--- config.mk ---
export PLATFORM = sky130hd
export DESIGN_NAME = barrett_reducer
export DESIGN_NICKNAME = d
export VERILOG_FILES = /design/src/rtl/barrett_reducer.sv
export SDC_FILE = /design/constraint.sdc
export NUM_CORES = 1
export LEC_CHECK = 0
export CORE_MARGIN = 1.5
export CORE_UTILIZATION = 30
export CTS_BUF_LIST = sky130_fd_sc_hd__clkbuf_2 sky130_fd_sc_hd__clkbuf_4 sky130_fd_sc_hd__clkbuf_8
export DETAILED_ROUTE_END_ITERATION = 8
export PLACE_DENSITY = 0.49
export SYNTH_ARGS = -nofsm -noshare
export SYNTH_HDL_FRONTEND = slang
export SYNTH_SLANG_ARGS = --single-unit
--- constraint.sdc ---
create_clock -name clk -period 10.3 [get_ports clk]
set_clock_uncertainty 0.05 [all_clocks]
set_input_delay 3.09 -clock clk [delete_from_list [all_inputs] [get_ports clk]]
set_output_delay 3.09 -clock clk [all_outputs]
set_load 0.02 [all_outputs]
--- src/rtl/barrett_reducer.sv ---
// -----------------------------------------------------------------------------
// barrett_reducer
//
// Purpose:
//   Four-stage pipelined Barrett modular reduction. It sits between the
//   Karatsuba product stage and the butterfly add/sub logic. It takes the
//   double-width product x = {prod_H, prod_L} and returns x mod q, where q is
//   an odd K-bit NTT modulus (2^(K-1) < q < 2^K) and mu = floor(2^(2K) / q).
//   Flow control is valid/ready with one global advance: when the consumer
//   back-pressures a valid result, every stage freezes together. Empty
//   stages are not collapsed, so latency is always 4 cycles plus one cycle
//   per stall cycle.
//
// Parameters:
//   DATAWIDTH  width of each product half; the product is 2*DATAWIDTH bits
//   QWIDTH     bit length K of the modulus (QWIDTH <= DATAWIDTH)
//
// Ports:
//   clk        rising-edge clock
//   rst        asynchronous reset, active-high; clears all state
//   q          modulus; quasi-static while any stage holds valid data
//   mu         floor(2^(2K)/q), QWIDTH+1 bits; quasi-static like q
//   in_valid   prod_L/prod_H carry a product this cycle
//   in_ready   the pipe accepts input this cycle (= global advance)
//   prod_L     low half of the product
//   prod_H     high half of the product
//   out_valid  result carries a valid residue
//   out_ready  the consumer takes the result this cycle
//   result     x mod q in [0, q-1] whenever x < q^2
// -----------------------------------------------------------------------------
module barrett_reducer #(
  parameter int DATAWIDTH = 32,
  parameter int QWIDTH    = 12
) (
  input  logic                 clk,
  input  logic                 rst,
  input  logic [QWIDTH-1:0]    q,
  input  logic [QWIDTH:0]      mu,
  input  logic                 in_valid,
  output logic                 in_ready,
  input  logic [DATAWIDTH-1:0] prod_L,
  input  logic [DATAWIDTH-1:0] prod_H,
  output logic                 out_valid,
  input  logic                 out_ready,
  output logic [QWIDTH-1:0]    result
);

  localparam int K   = QWIDTH;
  localparam int XW  = 2 * DATAWIDTH;  // full product width
  localparam int QHW = K + 1;          // width of the quotient estimates q1, q3
  localparam int Q2W = 2 * K + 2;      // width of q1 * mu
  localparam int RW  = K + 2;          // arithmetic is done modulo 2^(K+2)

  // ---------------------------------------------------------------------------
  // Global advance. A stage may only move when the output slot is free or
  // being drained this cycle; every stage shares this single enable.
  // ---------------------------------------------------------------------------
  logic adv;
  logic v1, v2, v3, v4;

  assign adv       = out_ready | ~v4;
  assign in_ready  = adv;
  assign out_valid = v4;

  // ---------------------------------------------------------------------------
  // Pipeline registers
  // ---------------------------------------------------------------------------
  logic [XW-1:0]  x_s1;     // S1: full operand
  logic [Q2W-1:0] q2_s2;    // S2: q1 * mu
  logic [RW-1:0]  xlo_s2;   // S2: x mod 2^(K+2)
  logic [RW-1:0]  t_s3;     // S3: (q3 * q) mod 2^(K+2)
  logic [RW-1:0]  xlo_s3;   // S3: x mod 2^(K+2), carried alongside t
  logic [K-1:0]   res_s4;   // S4: fully reduced residue

  // ---------------------------------------------------------------------------
  // Combinational datapath between the registers
  // ---------------------------------------------------------------------------
  logic [QHW-1:0] q1;
  logic [Q2W-1:0] q2;
  logic [QHW-1:0] q3;
  logic [RW-1:0]  t;
  logic [RW-1:0]  r;
  logic [RW-1:0]  r_fix;
  logic [RW-1:0]  q_ext;
  logic [RW-1:0]  two_q;

  // S1 -> S2: first quotient estimate. For x < q^2 < 2^(2K) the shifted value
  // fits in K+1 bits, so the truncation only matters for out-of-range x.
  assign q1 = QHW'(x_s1 >> (K - 1));

  // Both operands are widened to the product width so that no partial
  // product bits are lost before the shift in the next stage.
  assign q2 = Q2W'(q1) * Q2W'(mu);

  // S2 -> S3: second shift yields the quotient estimate, which undershoots
  // the true quotient by at most 2. Only the low K+2 bits of q3*q are needed
  // because the remainder is known to fit in that range.
  assign q3 = QHW'(q2_s2 >> (K + 1));
  assign t  = RW'(q3) * RW'(q);

  // S3 -> S4: remainder estimate in [0, 3q), then at most one subtraction
  // of q or 2q. Wrapping subtraction is intended here.
  assign r     = xlo_s3 - t_s3;
  assign q_ext = RW'(q);
  assign two_q = q_ext << 1;

  always_comb begin
    // NOTE: r_fix gets a default before any branch so every path assigns it;
    // a path that left it unassigned would infer a latch.
    r_fix = r;
    if (r >= two_q) begin
      r_fix = r - two_q;
    end else if (r >= q_ext) begin
      r_fix = r - q_ext;
    end
  end

  // ---------------------------------------------------------------------------
  // Sequential state. Valid bits shift on every advance so bubbles travel
  // with the data; data registers only load when their upstream stage holds
  // valid data, which keeps result steady across bubbles.
  // ---------------------------------------------------------------------------
  always_ff @(posedge clk or posedge rst) begin
    if (rst) begin
      // NOTE: the data registers are reset as well as the valid bits because
      // result must read 0 during and after reset, and it keeps X out of
      // the multipliers in simulation.
      v1     <= 1'b0;
      v2     <= 1'b0;
      v3     <= 1'b0;
      v4     <= 1'b0;
      x_s1   <= '0;
      q2_s2  <= '0;
      xlo_s2 <= '0;
      t_s3   <= '0;
      xlo_s3 <= '0;
      res_s4 <= '0;
    end else if (adv) begin
      // NOTE: non-blocking assignments let every stage sample the previous
      // cycle's value of its neighbour, which is what makes this a shift.
      v1 <= in_valid;
      v2 <= v1;
      v3 <= v2;
      v4 <= v3;

      if (in_valid) begin
        x_s1 <= {prod_H, prod_L};
      end
      if (v1) begin
        q2_s2  <= q2;
        xlo_s2 <= RW'(x_s1);
      end
      if (v2) begin
        t_s3   <= t;
        xlo_s3 <= xlo_s2;
      end
      if (v3) begin
        res_s4 <= K'(r_fix);
      end
    end
  end

  assign result = res_s4;

  // ---------------------------------------------------------------------------
  // Interface contracts
  // ---------------------------------------------------------------------------

  // A result that is offered but not taken must stay put on the next cycle.
  a_hold_under_backpressure : assert property (
    @(posedge clk) disable iff (rst)
      (out_valid && !out_ready) |=> (out_valid && $stable(result))
  );

  // q and mu feed stages 2 and 3 directly; changing them with data in
  // flight would corrupt those results.
  a_modulus_quasi_static : assert property (
    @(posedge clk) disable iff (rst)
      (v1 || v2 || v3 || v4) |=> ($stable(q) && $stable(mu))
  );

endmodule

After elaboration in Yosys (flattened, before gate mapping)
Cells that the tools add are included.
- reductions and logical operators: 4
- divide/modulo/power cells: 0
- equal/unequal tests: 0
- shift-type cells: 0
- multiplexer cells: 2
- bitwise gates (word level): 2
- magnitude comparators: 2
- multipliers: 2
- $add $sub $neg: 3
- operators by type and width (cell ; number):
    multiplier 13 x 13 -> 26 bit ; 1
    two-way mux 12 bit ; 2
    subtractor 12 bit ; 2
    greater-or-equal comparator 14 x 12 -> 1 bit ; 1
    greater-or-equal comparator 14 x 13 -> 1 bit ; 1
    multiplier 13 x 12 -> 14 bit ; 1
    subtractor 14 bit ; 1
    AND reduction 2 bit ; 4
    NOT 1 bit ; 1
    bitwise OR 1 bit ; 1
- memories: 0
- logic and storage cells: 25
- bits in registers: 108
- output and inout port bits: 14
- bits in writable memories: 0
- latch bits: 0
- ROM bits: 0

Logic depth before layout (Yosys ltp)
- depth in word-level cells: 4
- mapped depth: 21
- depth with buffers taken out: 20

Least setup slack after synthesis
No wires, ideal clock.
- path kind: input port to flip-flop
- start point: input mu[1]
- end point: register q2_s2[21]
- data arrival time: 7.611 ns
- path buffers: 1
- stages on the path: 20
- path slack: 2.502 ns
- cell sequence: clkbuf_1 and2_1 fa_1 inv_1 fa_1 inv_1 fa_1 fa_1 inv_1 fa_1 inv_1 ha_1 a21oi_1 o21ai_0 nor2_1 a21oi_1 a221oi_1 o21ai_0 xnor2_1 o21ai_0
- word-level cells in the longest chain between the ends: 1
- ends and longest elaborated chain (element ; line ; source):
    start: declaration ; 38 ; input logic [QWIDTH:0] mu,
    multiplier 13 x 13 -> 26 bit ; 93 ; assign q2 = Q2W'(q1) * Q2W'(mu);
    end signal: assignment ; 150 ; q2_s2 <= q2;
    end: declaration ; 69 ; logic [Q2W-1:0] q2_s2;
Every way passes these cells.
A chain may end at the register's enable or synchronous reset.

Final worst setup path
Ends and elaborated chain as after synthesis.

==> reports/metrics.cfg <==
[clocking]
clk_latency_ns = 0.41
clk_root_buffer_cell = clkbuf_8
post-cts-setup-buffers = 0
cts_made_buffers = 9
cts_tree = done
cts_resized = 0
clock_sinks = 95
cts_hold_buf = 0
cts_htree_levels = 3
clk_path_buf_depth = 2
path_clk_slew_ns = 0.11

[detailed_routing]
wl_met1_um = 15000
vias_per_cell = 4.57
wl_per_cell_um = 15.5
first_pass_iters = 6
vias = 9523
ant_nets = 0
wl_met3_um = 693
drc_errors = 0
dr_wl_met2_um = 16300
routed_wl_um = 32300
routed.top_layer = met4
drt_iter0_drc = 343

[finish]
diodes = 0
drive_above_1_share_pct = 6.64
nNetsFinal = 1897
syn_to_final_growth_pct = 10.7
final_area_um2 = 14800
fillCellCount = 4744
multi_input_area_um2 = 9730
post-route-util_pct = 33.5
seqCellArea_um2 = 2380

[placed_design]
port_buffers = 66
dp_slack_ns = 1.29
gp_congestion = 0.845
postPlaceCellArea_um2 = 14600
hpwl_um = 25600

[die]
die_x_um = 214
dieArea_um2 = 45800
rows = 77
coreArea_um2 = 44100
initial_core_util_pct = 30.3
io_pins = 107
dieHeight_um = 214

[yosys]
synth_nets = 1867
synth_edf_count = 0
async_flop_share_pct = 100
yosysWarnings = 0
syn_area_per_cell_um2 = 9.17
ys.flop_type = dfrtp_1
synth_area_um2 = 13400
ys_seq_elements = 95
yosysUniqueCellTypes = 62
yosysSeqAreaShare_pct = 17.8
synth_cells = 1457

[grt]
antenna_found_initial = 1
grt_max_degree = 52
gr-usage-all-layers_pct = 14.9
grt_pass1_wl_um = 54200
grt_pass1_vias = 10276
grt_overflow_total = 0

[sta]
drv_slew = 0
min_period_ns = 8.57
fmax_mhz = 117
fin_crit_sh_pct = 83.2
rsz0062_at_grt = no
hold_violations = 0
setup_slack_ns = 1.73
relSlewSlack_pct = 41.3
tns_ns = 0
tightest_slew_ns = 0.878
finalSetupViolCount = 0

[outcome]
status = complete, no violations

[worst_setup_path]
arrival_ns = 8.79
slowest_delay_ns = 0.68
cp_slowest_cell = clkdlybuf4s50_1
end_kind = flip-flop
critPathBufInv = 6
crit_chain = clkdlybuf4s50_1, and2_1, fa_1, inv_1, fa_1, inv_1, fa_1, fa_1, inv_1, fa_1, inv_1, ha_1, a21oi_1, o21ai_0, nor2_1, a21oi_1, buf_4, a221oi_1, o21ai_0, xnor2_1, o21ai_0
path_max_fanout = 13
cp-start-kind = input pin
required_ns = 10.52
path_common_cell = fa_1
path_delay_family = adder cells
path_class = in2reg

[worst_hold_path]
min_path_type = reg2reg

[flow_run]
maxCapViolCount = 0

[sequential cells by signal, indices dropped and copies added (netlist names)]
register   count
x_s1          24
t_s3          14
xlo_s2        14
xlo_s3        14
q2_s2         13
result        12
out_valid      1
v1             1
v2             1
v3             1
[synth_stat cells (all sizes together) (7+ instances only)]
library cell	n	area, µm²
inv	278	1040
nand2	224	841
fa	182	3640
nor2	33	124
xnor2	46	403
ha	135	1690
a21oi	41	205
mux2i	12	120
dfrtp	95	2380
a211oi	7	52.6
mux2	62	706
clkbuf	50	188
xor2	18	158
a21o	13	100
nand4	7	43.8
nor3	10	61.3
o21ai	44	220
and2	107	669
o31ai	9	67.6
o21a	7	52.6
[cell families after synthesis]
kind of cell	synth area share [%]
buffers and inverters	9.38
flip-flops	17.8
adder cells (fa/ha/maj)	39.9
AND/OR/NAND/NOR	14.5
multiplexers	6.18
XOR/XNOR	4.19
AO/OA/AOI/OAI	8.04
[routing by layer]
| layer | up-vias | global-route usage [%] |
|---|---|---|
| met5 | - | 0 |
| met4 | 0 | 2.84 |
| met3 | 21 | 1.83 |
| met2 | 101 | 26.7 |
| met1 | 4781 | 19.2 |
| li1 | 4620 | - |
[through the flow]
step / hold WS [ns] / instances
after floorplan: 0.397 / 1457
after global placement: 0.408 / 2068
after detailed placement: 0.414 / 2068
after CTS: 0.441 / 2084
after global routing: 0.462 / 2084
final: 0.433 / 2084
[final cells by class]
type	count	share of cell area, %
well taps	592	5.01
multi-input cells	1030	65.8
inverters	278	7.07
clock buffers	11	0.981
repair buffers	73	4.82
clock inverters	5	0.271
flip-flops and latches	95	16.1
[final timing paths]
kind	from	end	slack [ns]	cells after the start
max in group asynchronous	rst	x_s1[15]	6.02	3
min reg2reg	result[0]	result[0]	0.43	2
min	result[0]	result[0]	0.43	2
max reg2reg	x_s1[19]	q2_s2[21]	4.52	20
min in group asynchronous	rst	x_s1[12]	3.04	2
max	mu[1]	q2_s2[21]	1.73	21
[cell usage in the layout, fill, tap and decap left out, types with 33 or more instances in the layout]
cell type        instances
fa_1                   182
mux2_2                  60
a21oi_1                 41
xnor2_1                 46
clkdlybuf4s50_1         66
ha_1                   135
o21ai_0                 44
nor2_1                  33
and2_1                 107
nand2_1                224
dfrtp_1                 95
inv_1                  277
[worst reg2reg max path: stages (launching register included)]
cell and delay, ns:
dfrtp_1 0.59, and2_1 0.29, fa_1 0.54, inv_1 0.05, fa_1 0.48, inv_1 0.06
fa_1 0.47, fa_1 0.52, inv_1 0.06, fa_1 0.53, inv_1 0.04, ha_1 0.30
a21oi_1 0.16, o21ai_0 0.14, nor2_1 0.11, a21oi_1 0.09, buf_4 0.21, a221oi_1 0.48
o21ai_0 0.20, xnor2_1 0.18, o21ai_0 0.09
Power is left out: the tool's default activity adds up to more than one toggle a clock period on the data nets, which glitch-free logic cannot reach.
